==> src/rtl/ram_fifo_obuf.sv <==
// Two-entry output buffer that sits after the RAM read port of ram_fifo_ctrl.
// A capture and a pop may happen in the same cycle; flush empties it synchronously.
module ram_fifo_obuf #(
    parameter int DATA_WIDTH = 32
) (
    input  logic                  i_clk,
    input  logic                  i_rst,
    input  logic                  i_flush,
    input  logic                  i_wr,
    input  logic [DATA_WIDTH-1:0] i_wdata,
    input  logic                  i_pop,
    output logic [1:0]            o_count,
    output logic [DATA_WIDTH-1:0] o_head
);

    logic [DATA_WIDTH-1:0] r_mem [0:1];
    logic                  r_head;
    logic [1:0]            r_count;
    logic                  w_wr_idx;

    // Tail slot is head when empty, the other slot when one entry is held.
    assign w_wr_idx = r_head ^ r_count[0];

    always_ff @(posedge i_clk or posedge i_rst) begin
        if (i_rst) begin
            r_head  <= 1'b0;
            r_count <= 2'd0;
        end else if (i_flush) begin
            r_head  <= 1'b0;
            r_count <= 2'd0;
        end else begin
            if (i_pop) begin
                r_head <= ~r_head;
            end
            r_count <= r_count + {1'b0, i_wr} - {1'b0, i_pop};
        end
    end

    always_ff @(posedge i_clk) begin
        if (i_wr && !i_flush) begin
            r_mem[w_wr_idx] <= i_wdata;
        end
    end

    assign o_count = r_count;
    assign o_head  = r_mem[r_head];

endmodule

==> src/rtl/ram_fifo_ctrl.sv <==
// Streaming valid/ready FIFO sequencer around an external simple dual-port RAM
// with 1-cycle registered read; a 2-entry output buffer hides the read latency.
module ram_fifo_ctrl #(
    parameter int DATA_WIDTH = 32,
    parameter int ADDR_WIDTH = 16
) (
    input  logic                  clock,
    input  logic                  reset,
    input  logic                  flush,
    input  logic                  in_valid,
    output logic                  in_ready,
    input  logic [DATA_WIDTH-1:0] in_data,
    output logic                  out_valid,
    input  logic                  out_ready,
    output logic [DATA_WIDTH-1:0] out_data,
    output logic [ADDR_WIDTH+1:0] level,
    output logic [ADDR_WIDTH-1:0] ram_wraddress,
    output logic                  ram_wren,
    output logic [DATA_WIDTH-1:0] ram_data,
    output logic [ADDR_WIDTH-1:0] ram_rdaddress,
    output logic                  ram_rden,
    input  logic [DATA_WIDTH-1:0] ram_q
);

    localparam logic [ADDR_WIDTH:0] DEPTH = {1'b1, {ADDR_WIDTH{1'b0}}};

    logic [ADDR_WIDTH-1:0] r_wr_ptr;
    logic [ADDR_WIDTH-1:0] r_rd_ptr;
    logic [ADDR_WIDTH:0]   r_ram_count;
    logic                  r_rd_pending;

    logic                  w_full;
    logic                  w_push;
    logic                  w_pop;
    logic                  w_issue;
    logic [1:0]            w_obuf_count;
    logic [DATA_WIDTH-1:0] w_obuf_head;

    assign w_full    = (r_ram_count == DEPTH);
    assign in_ready  = ~reset & ~flush & ~w_full;
    assign w_push    = in_valid & in_ready;
    assign out_valid = (w_obuf_count != 2'd0) & ~flush;
    assign w_pop     = out_valid & out_ready;

    // Issue only if the word will have an obuf slot when it lands next cycle;
    // ram_count excludes this cycle's write, so no read-during-write on one address.
    assign w_issue = (r_ram_count != '0) & ~flush &
                     (({1'b0, w_obuf_count} + {2'b00, r_rd_pending}) < (3'd2 + {2'b00, w_pop}));

    always_ff @(posedge clock or posedge reset) begin
        if (reset) begin
            r_wr_ptr     <= '0;
            r_rd_ptr     <= '0;
            r_ram_count  <= '0;
            r_rd_pending <= 1'b0;
        end else if (flush) begin
            r_wr_ptr     <= '0;
            r_rd_ptr     <= '0;
            r_ram_count  <= '0;
            r_rd_pending <= 1'b0;
        end else begin
            if (w_push) begin
                r_wr_ptr <= r_wr_ptr + ADDR_WIDTH'(1);
            end
            if (w_issue) begin
                r_rd_ptr <= r_rd_ptr + ADDR_WIDTH'(1);
            end
            r_ram_count  <= r_ram_count + {{ADDR_WIDTH{1'b0}}, w_push}
                                        - {{ADDR_WIDTH{1'b0}}, w_issue};
            r_rd_pending <= w_issue;
        end
    end

    ram_fifo_obuf #(
        .DATA_WIDTH(DATA_WIDTH)
    ) u_obuf (
        .i_clk   (clock),
        .i_rst   (reset),
        .i_flush (flush),
        .i_wr    (r_rd_pending),
        .i_wdata (ram_q),
        .i_pop   (w_pop),
        .o_count (w_obuf_count),
        .o_head  (w_obuf_head)
    );

    assign out_data      = w_obuf_head;
    assign ram_wren      = w_push;
    assign ram_wraddress = r_wr_ptr;
    assign ram_data      = in_data;
    assign ram_rden      = w_issue;
    assign ram_rdaddress = r_rd_ptr;

    assign level = {1'b0, r_ram_count} + (ADDR_WIDTH+2)'(r_rd_pending)
                 + (ADDR_WIDTH+2)'(w_obuf_count);

endmodule

==> config.mk <==
export PLATFORM = sky130hd
export DESIGN_NAME = ram_fifo_ctrl
export DESIGN_NICKNAME = d
export VERILOG_FILES = /design/src/rtl/ram_fifo_obuf.sv /design/src/rtl/ram_fifo_ctrl.sv
export SDC_FILE = /design/constraint.sdc
export NUM_CORES = 1
export LEC_CHECK = 0
export ABC_AREA = 1
export CAP_MARGIN = 20
export CORE_ASPECT_RATIO = 1.1
export CORE_MARGIN = 2
export CORE_UTILIZATION = 45
export CTS_CLUSTER_DIAMETER = 120
export DETAILED_ROUTE_END_ITERATION = 12
export GPL_ROUTABILITY_DRIVEN = 0
export PLACE_DENSITY = 0.75
export RECOVER_POWER = 50
export SYNTH_ARGS = -nofsm -noshare
export SYNTH_HDL_FRONTEND = slang
export SYNTH_SLANG_ARGS = --single-unit
==> constraint.sdc <==
create_clock -name clock -period 3.6 [get_ports clock]
set_input_delay 0.36 -clock clock [delete_from_list [all_inputs] [get_ports clock]]
set_output_delay 0.36 -clock clock [all_outputs]
set_load 0.05 [all_outputs]
Word level (Yosys, flattened, before mapping)
Memories as Yosys holds them, arrays and structs flattened.
Index checks and enable logic that the tools add are counted.

operators by class
  add/subtract/negate cells = 10
  order comparisons = 1
  eq/ne operators = 1
  multiplexer cells = 11
  bitwise gates (word level) = 12
  reductions and logical operators = 7

operators with widths
  operator                                        number
  two-way mux 16 bit                              4
  adder 16 x 1 -> 16 bit (second input constant)  2
  adder 17 x 1 -> 18 bit                          1
  adder 18 x 2 -> 18 bit                          1
  adder 17 x 1 -> 17 bit                          1
  == test 17 bit (second input constant)          1
  two-way mux 17 bit                              1
  nonzero test 17 bit                             1
  subtractor 17 x 1 -> 17 bit                     1
  nonzero test 2 bit                              4
  AND 1 bit                                       7
  two-way mux 1 bit                               5
  inverter 1 bit                                  4
  adder 2 x 1 -> 3 bit                            1
  adder 2 x 1 -> 3 bit (first input constant)     1
  less-than comparator 3 bit                      1
  adder 2 x 1 -> 2 bit                            1
  two-way mux 2 bit                               1
  subtractor 2 x 1 -> 2 bit                       1
  logical AND 1 bit                               1
  zero test 1 bit                                 1
  bitwise XOR 1 bit                               1

word-level totals
  flip-flop bits (word level) = 53
  memory bits (writable) = 64
  input port bits = 69
  output and inout port bits = 118
  word-level logic and storage cells = 49
  memories = 1

memory list
  memory        words  bits a word  rd ports  clocked after Yosys merged registers in  wr ports  line                 source
  u_obuf.r_mem  2      32           1         0                                        1         ram_fifo_obuf.sv:16  logic [DATA_WIDTH-1:0] r_mem [0:1];

Depth between registers and ports, before layout
Gate-level depths: netlist of the first run.

  depth in word-level cells = 8
  mapped depth = 20
  depth with buffers taken out = 20

By module
A second synthesis of the first run with hierarchy kept.

second synthesis, totals
  cell total of the unflattened synthesis = 713
  area, all modules = 6996.7 um^2

modules (own cells, without submodules)
  module         times used  cells an instance  area an instance (um^2)  sequential area each (um^2)
  ram_fifo_ctrl  1           588                4350.4                   1251.2
  ram_fifo_obuf  1           125                2646.3                   1996.9

Least setup slack after synthesis of the first run
OpenSTA, ideal clock, no wires.

  path kind = register to register
  start point = register u_obuf.r_head
  end point = memory u_obuf.r_mem[1][0], enable pin
  library setup time = 0.461 ns
  arrival time = 2.832 ns
  required time = 3.139 ns
  slack = 0.307 ns
  cell stages (with the launch flop) = 4
  clock period less this slack = 3.293 ns
  path through = dfrtp_1 -> buf_2 -> xnor2_1 -> nor3_1

on the way
  longest elaborated chain between the ends = 1

RTL lines
  item                    line                 source
  start, declared         ram_fifo_obuf.sv:17  logic r_head;
  start signal, assigned  ram_fifo_obuf.sv:33  r_head <= ~r_head;
  bitwise XOR 1 bit       ram_fifo_obuf.sv:22  assign w_wr_idx = r_head ^ r_count[0];
  end, declared           ram_fifo_obuf.sv:16

No other way between the ends.

Worst setup path after layout of the first run
  start point = register r_rd_pending
  end point = output port level[15]

on the way
  longest elaborated chain between the ends = 2

RTL lines
  item                    line                 source
  start, declared         ram_fifo_ctrl.sv:30  logic r_rd_pending;
  start signal, assigned  ram_fifo_ctrl.sv:70  r_rd_pending <= w_issue;
  adder 17 x 1 -> 18 bit  ram_fifo_ctrl.sv:94  assign level = {1'b0, r_ram_count} + (ADDR_WIDTH+2)'(r_rd_pending)
  adder 18 x 2 -> 18 bit  ram_fifo_ctrl.sv:95  + (ADDR_WIDTH+2)'(w_obuf_count);
  end, declared           ram_fifo_ctrl.sv:16  output logic [ADDR_WIDTH+1:0] level,

No other way between the ends.

==> impl_metrics.sql, run 1 <==
INSERT INTO impl_metrics (metric_group, metric, value, unit) VALUES
('outcome', 'status', 'finished, violations left', ''),
('outcome', 'failed_checks', 'max-capacitance violations, max-slew violations', ''),
('synth', 'netlist_area', '0.006919', 'mm²'),
('cts', 'root_buffer', 'clkbuf_16', ''),
('placed_design', 'dpl_cell_area', '0.008110', 'mm²'),
('timing', 'hold_viol', '0', ''),
('critical_path', 'r2r_end', 'r_ram_count[10]', ''),
('power', 'leakage_dissipation', '3.696', 'nW'),
('global_route', 'global_route_met1_utilization', '22.65', '%'),
('power', 'power_frac_clock', '22.5', '%'),
('timing', 'post-route-period-util', '93.13', '%'),
('global_route', 'globalRouteMet3Util', '4.804', '%'),
('floorplanning', 'dieArea', '0.01638', 'mm²'),
('floorplanning', 'initial_core_util', '45.96', '%'),
('timing', 'maxSlewViolCount', '82', ''),
('drt', 'dr.first_iter.drc_count', '275', ''),
('power', 'swShare', '46.43', '%'),
('critical_path', 'critPathLaunchType', 'register', ''),
('synth', 'ys_dominant_reg_cell', 'edfxtp_1', ''),
('placed_design', 'port-buffer-count', '122', ''),
('timing', 'final-setup-viol-count', '0', ''),
('cells_and_area', 'design.final.nets', '924', ''),
('cells_and_area', 'final_area', '0.008673', 'mm²'),
('floorplanning', 'placementRows', '47', ''),
('critical_path', 'cp_common_cell', 'inv_1', ''),
('cts', 'cts.clk_slew.worst_paths', '60', 'ps'),
('global_route', 'grt-ovfl-total', '0', ''),
('job', 'drv.max_cap_violation_count', '2', ''),
('drt', 'antenna_violating_nets_post_route', '0', ''),
('synth', 'post_synth_num_cell_types', '37', ''),
('critical_path', 'critical-path-max-stage-delay', '820', 'ps'),
('drt', 'num_vias', '5022', ''),
('cts', 'cts_setup_buffers', '0', ''),
('global_route', 'vias_in_the_first_global_route', '4855', ''),
('global_route', 'overall_global_routing_usage', '18.31', '%'),
('critical_path', 'r2r.worst_path.cells', '19', ''),
('placed_design', 'place_hpwl', '10.71', 'mm'),
('drt', 'per_cell_via_count_in_the_routed_design', '4.933', ''),
('power', 'internal_power', '3.891', 'mW'),
('drt', 'detail_route.first_pass.iterations', '4', ''),
('cells_and_area', 'n_fill_cell', '1330', ''),
('synth', 'postSynthAreaPerCell', '9.814', 'µm²'),
('timing', 'worstMarginPinSlew', '2235', 'ps'),
('worst_hold_path', 'holdCritStartpoint', 'ram_wraddress[14]', ''),
('timing', 'max_freq', '298.3', 'MHz'),
('critical_path', 'crit_path_top_delay_cell', 'clkdlybuf4s50_1', ''),
('global_route', 'largest_net_degree_at_the_start_of_global_routing', '49', ''),
('cells_and_area', 'final_layout_size_suffix_gt1_share', '15.00', '%'),
('critical_path', 'timing.critical_path.cells', 'inv_1 -> fa_1 -> inv_1 -> a21oi_1 -> nor2_2 -> nand4_1 -> xor2_1 -> clkdlybuf4s50_1', ''),
('critical_path', 'regToRegStartpoint', 'r_ram_count[9]', ''),
('drt', 'drc', '0', ''),
('timing', 'final_period_minus_worst_setup_slack', '3353', 'ps'),
('global_route', 'wire_length_of_the_first_global_routing_pass', '23.32', 'mm'),
('synth', 'synth-seq-area-share', '46.94', '%'),
('cts', 'tritoncts_num_sinks', '117', ''),
('global_route', 'antenna_found_initial', '0', ''),
('critical_path', 'worst_setup_path_end_kind', 'primary output', ''),
('cts', 'clock_insertion_delay_worst_skew', '410', 'ps'),
('synth', 'synth_async_sr_flop_share', '45.30', '%'),
('placed_design', 'post-place-cells', '984', ''),
('global_route', 'grt-busiest-layer', 'met2', ''),
('worst_hold_path', 'holdCritPathClass', 'register to register', ''),
('power', 'vdd.ir_drop.worst', '0.4771', 'mV'),
('power', 'p_per_area', '837.4', 'mW/mm²'),
('synth', 'yosys_warnings', '0', ''),
('drt', 'wl_per_cell', '14.39', 'µm'),
('timing', 'rsz_0062_raised_after_global_routing', 'false', ''),
('cts', 'cts-buffers-inserted', '17', ''),
('critical_path', 'timing.critical_path.arrival', '2990', 'ps'),
('floorplanning', 'core-area', '0.01505', 'mm²'),
('cells_and_area', 'layout-area-overhead-vs-synth', '25.35', '%');
[cell usage after synthesis, drive strengths merged, types with 21 or more instances]
cell	instances	area, µm²
ha	45	563.0
o21ai	31	211.5
xor2	36	315.3
nor2	61	269.0
inv	88	330.3
nand3	64	355.3
buf	47	345.3
nand2	125	496.7
mux2	32	360.4
edfxtp	64	1922
a21oi	21	105.1
dfrtp	53	1326
[state kept, by name, indices dropped and copies added (netlist names)]
signal	cells
u_obuf.r_head	1
u_obuf.r_mem	64
r_ram_count	17
ram_wraddress	16
r_rd_pending	1
ram_rdaddress	16
u_obuf.o_count	2
[critical path: cells and delay by family, from the launching register on]
family | cells | cell delay, ps
AO/OA/AOI/OAI | 1 | 110
XOR/XNOR | 1 | 190
adder cells (fa/ha/maj) | 1 | 380
buffers and inverters | 3 | 1010
flip-flops | 1 | 390
AND/OR/NAND/NOR | 2 | 500
[power groups by stage]
stage                     clock (mW)  sequential [mW]  combinational, mW
after detailed placement           0             1.91               3.75
after global routing            1.72             1.91               4.11
after CTS                       1.67             1.88               3.78
after floorplan                    0             1.91               2.83
final                           1.64             1.88               3.75
after global placement             0             1.89               3.72
[routing by layer]
layer | vias up | part of all wire, %
met5 | - | 0
met4 | 0 | 1.8
met3 | 24 | 7.2
met2 | 136 | 48
met1 | 2363 | 43
li1 | 2499 | -
[how the worst min path moves through the flow]
stage,endpoint,slack (ps),cells after the start
after floorplan,u_obuf.r_mem[0][0],460,0
after global placement,ram_wraddress[14],530,2
after detailed placement,ram_wraddress[14],530,2
after CTS,ram_wraddress[14],310,2
after global routing,u_obuf.r_mem[1][21],580,1
final,ram_wraddress[14],540,2
[per-stage QoR]
step                setup slack, ps  utilization (%)  power (mW)  hold slack, ps
detailed placement            438.6            53.87       5.658           525.9
finish                        247.5            57.61       7.263           543.2
global placement              512.9            53.87       5.611           530.1
CTS                           62.09            57.72       7.331           314.0
global route                  53.40            57.58       7.746           578.4
floorplan                     306.9                -       4.739           458.9
[cell families (layout without fill, tap and decap cells)]
| group | after synthesis | in the layout | synth area share [%] |
|---|---|---|---|
| AND/OR/NAND/NOR | 275 | 275 | 18.73 |
| buffers and inverters | 135 | 250 | 9.765 |
| flip-flops | 117 | 117 | 46.94 |
| AO/OA/AOI/OAI | 55 | 55 | 4.900 |
| adder cells (fa/ha/maj) | 48 | 48 | 9.005 |
| XOR/XNOR | 43 | 43 | 5.443 |
| multiplexers | 32 | 32 | 5.208 |
| other | 0 | 2 | 0 |
[area by class of cell]
type | instances | area, µm² | area share, %
Antenna cell | 2 | 5.005 | 0.05770
Tap cell | 196 | 245.2 | 2.827
Clock inverter | 15 | 151.4 | 1.746
Sequential cell | 117 | 3248 | 37.45
Timing Repair Buffer | 130 | 1270 | 14.64
Inverter | 88 | 330.3 | 3.808
Clock buffer | 17 | 425.4 | 4.905
Multi-Input combinational cell | 453 | 2998 | 34.56
[cell usage in the layout, fill, tap and decap left out, drive strengths merged, types with 9 or more instances in the layout]
master / Yosys / routed
a21oi: 21 / 21
clkbuf: 0 / 22
clkdlybuf4s50: 0 / 84
dfrtp: 53 / 53
dlygate4sd3: 0 / 34
edfxtp: 64 / 64
ha: 45 / 45
inv: 88 / 101
mux2: 32 / 32
nand2: 125 / 125
nand3: 64 / 64
nor2: 61 / 61
nor3: 9 / 9
o21ai: 31 / 31
xor2: 36 / 36
[what timing repair did]
action / in CTS / in global routing
resized for setup: 1 / 1
hold buffers: 0 / 0
cloned: 0 / 0
endpoints found under the setup margin: 1 / 1
Power figures use the tool's default switching activity.
==> run 2, diff against run 1 <==
Settings changed: GPL_ROUTABILITY_DRIVEN 0 to default.
==> results of run 2 <==
No change in the layout: final DEF, timing and power equal those of run 1.
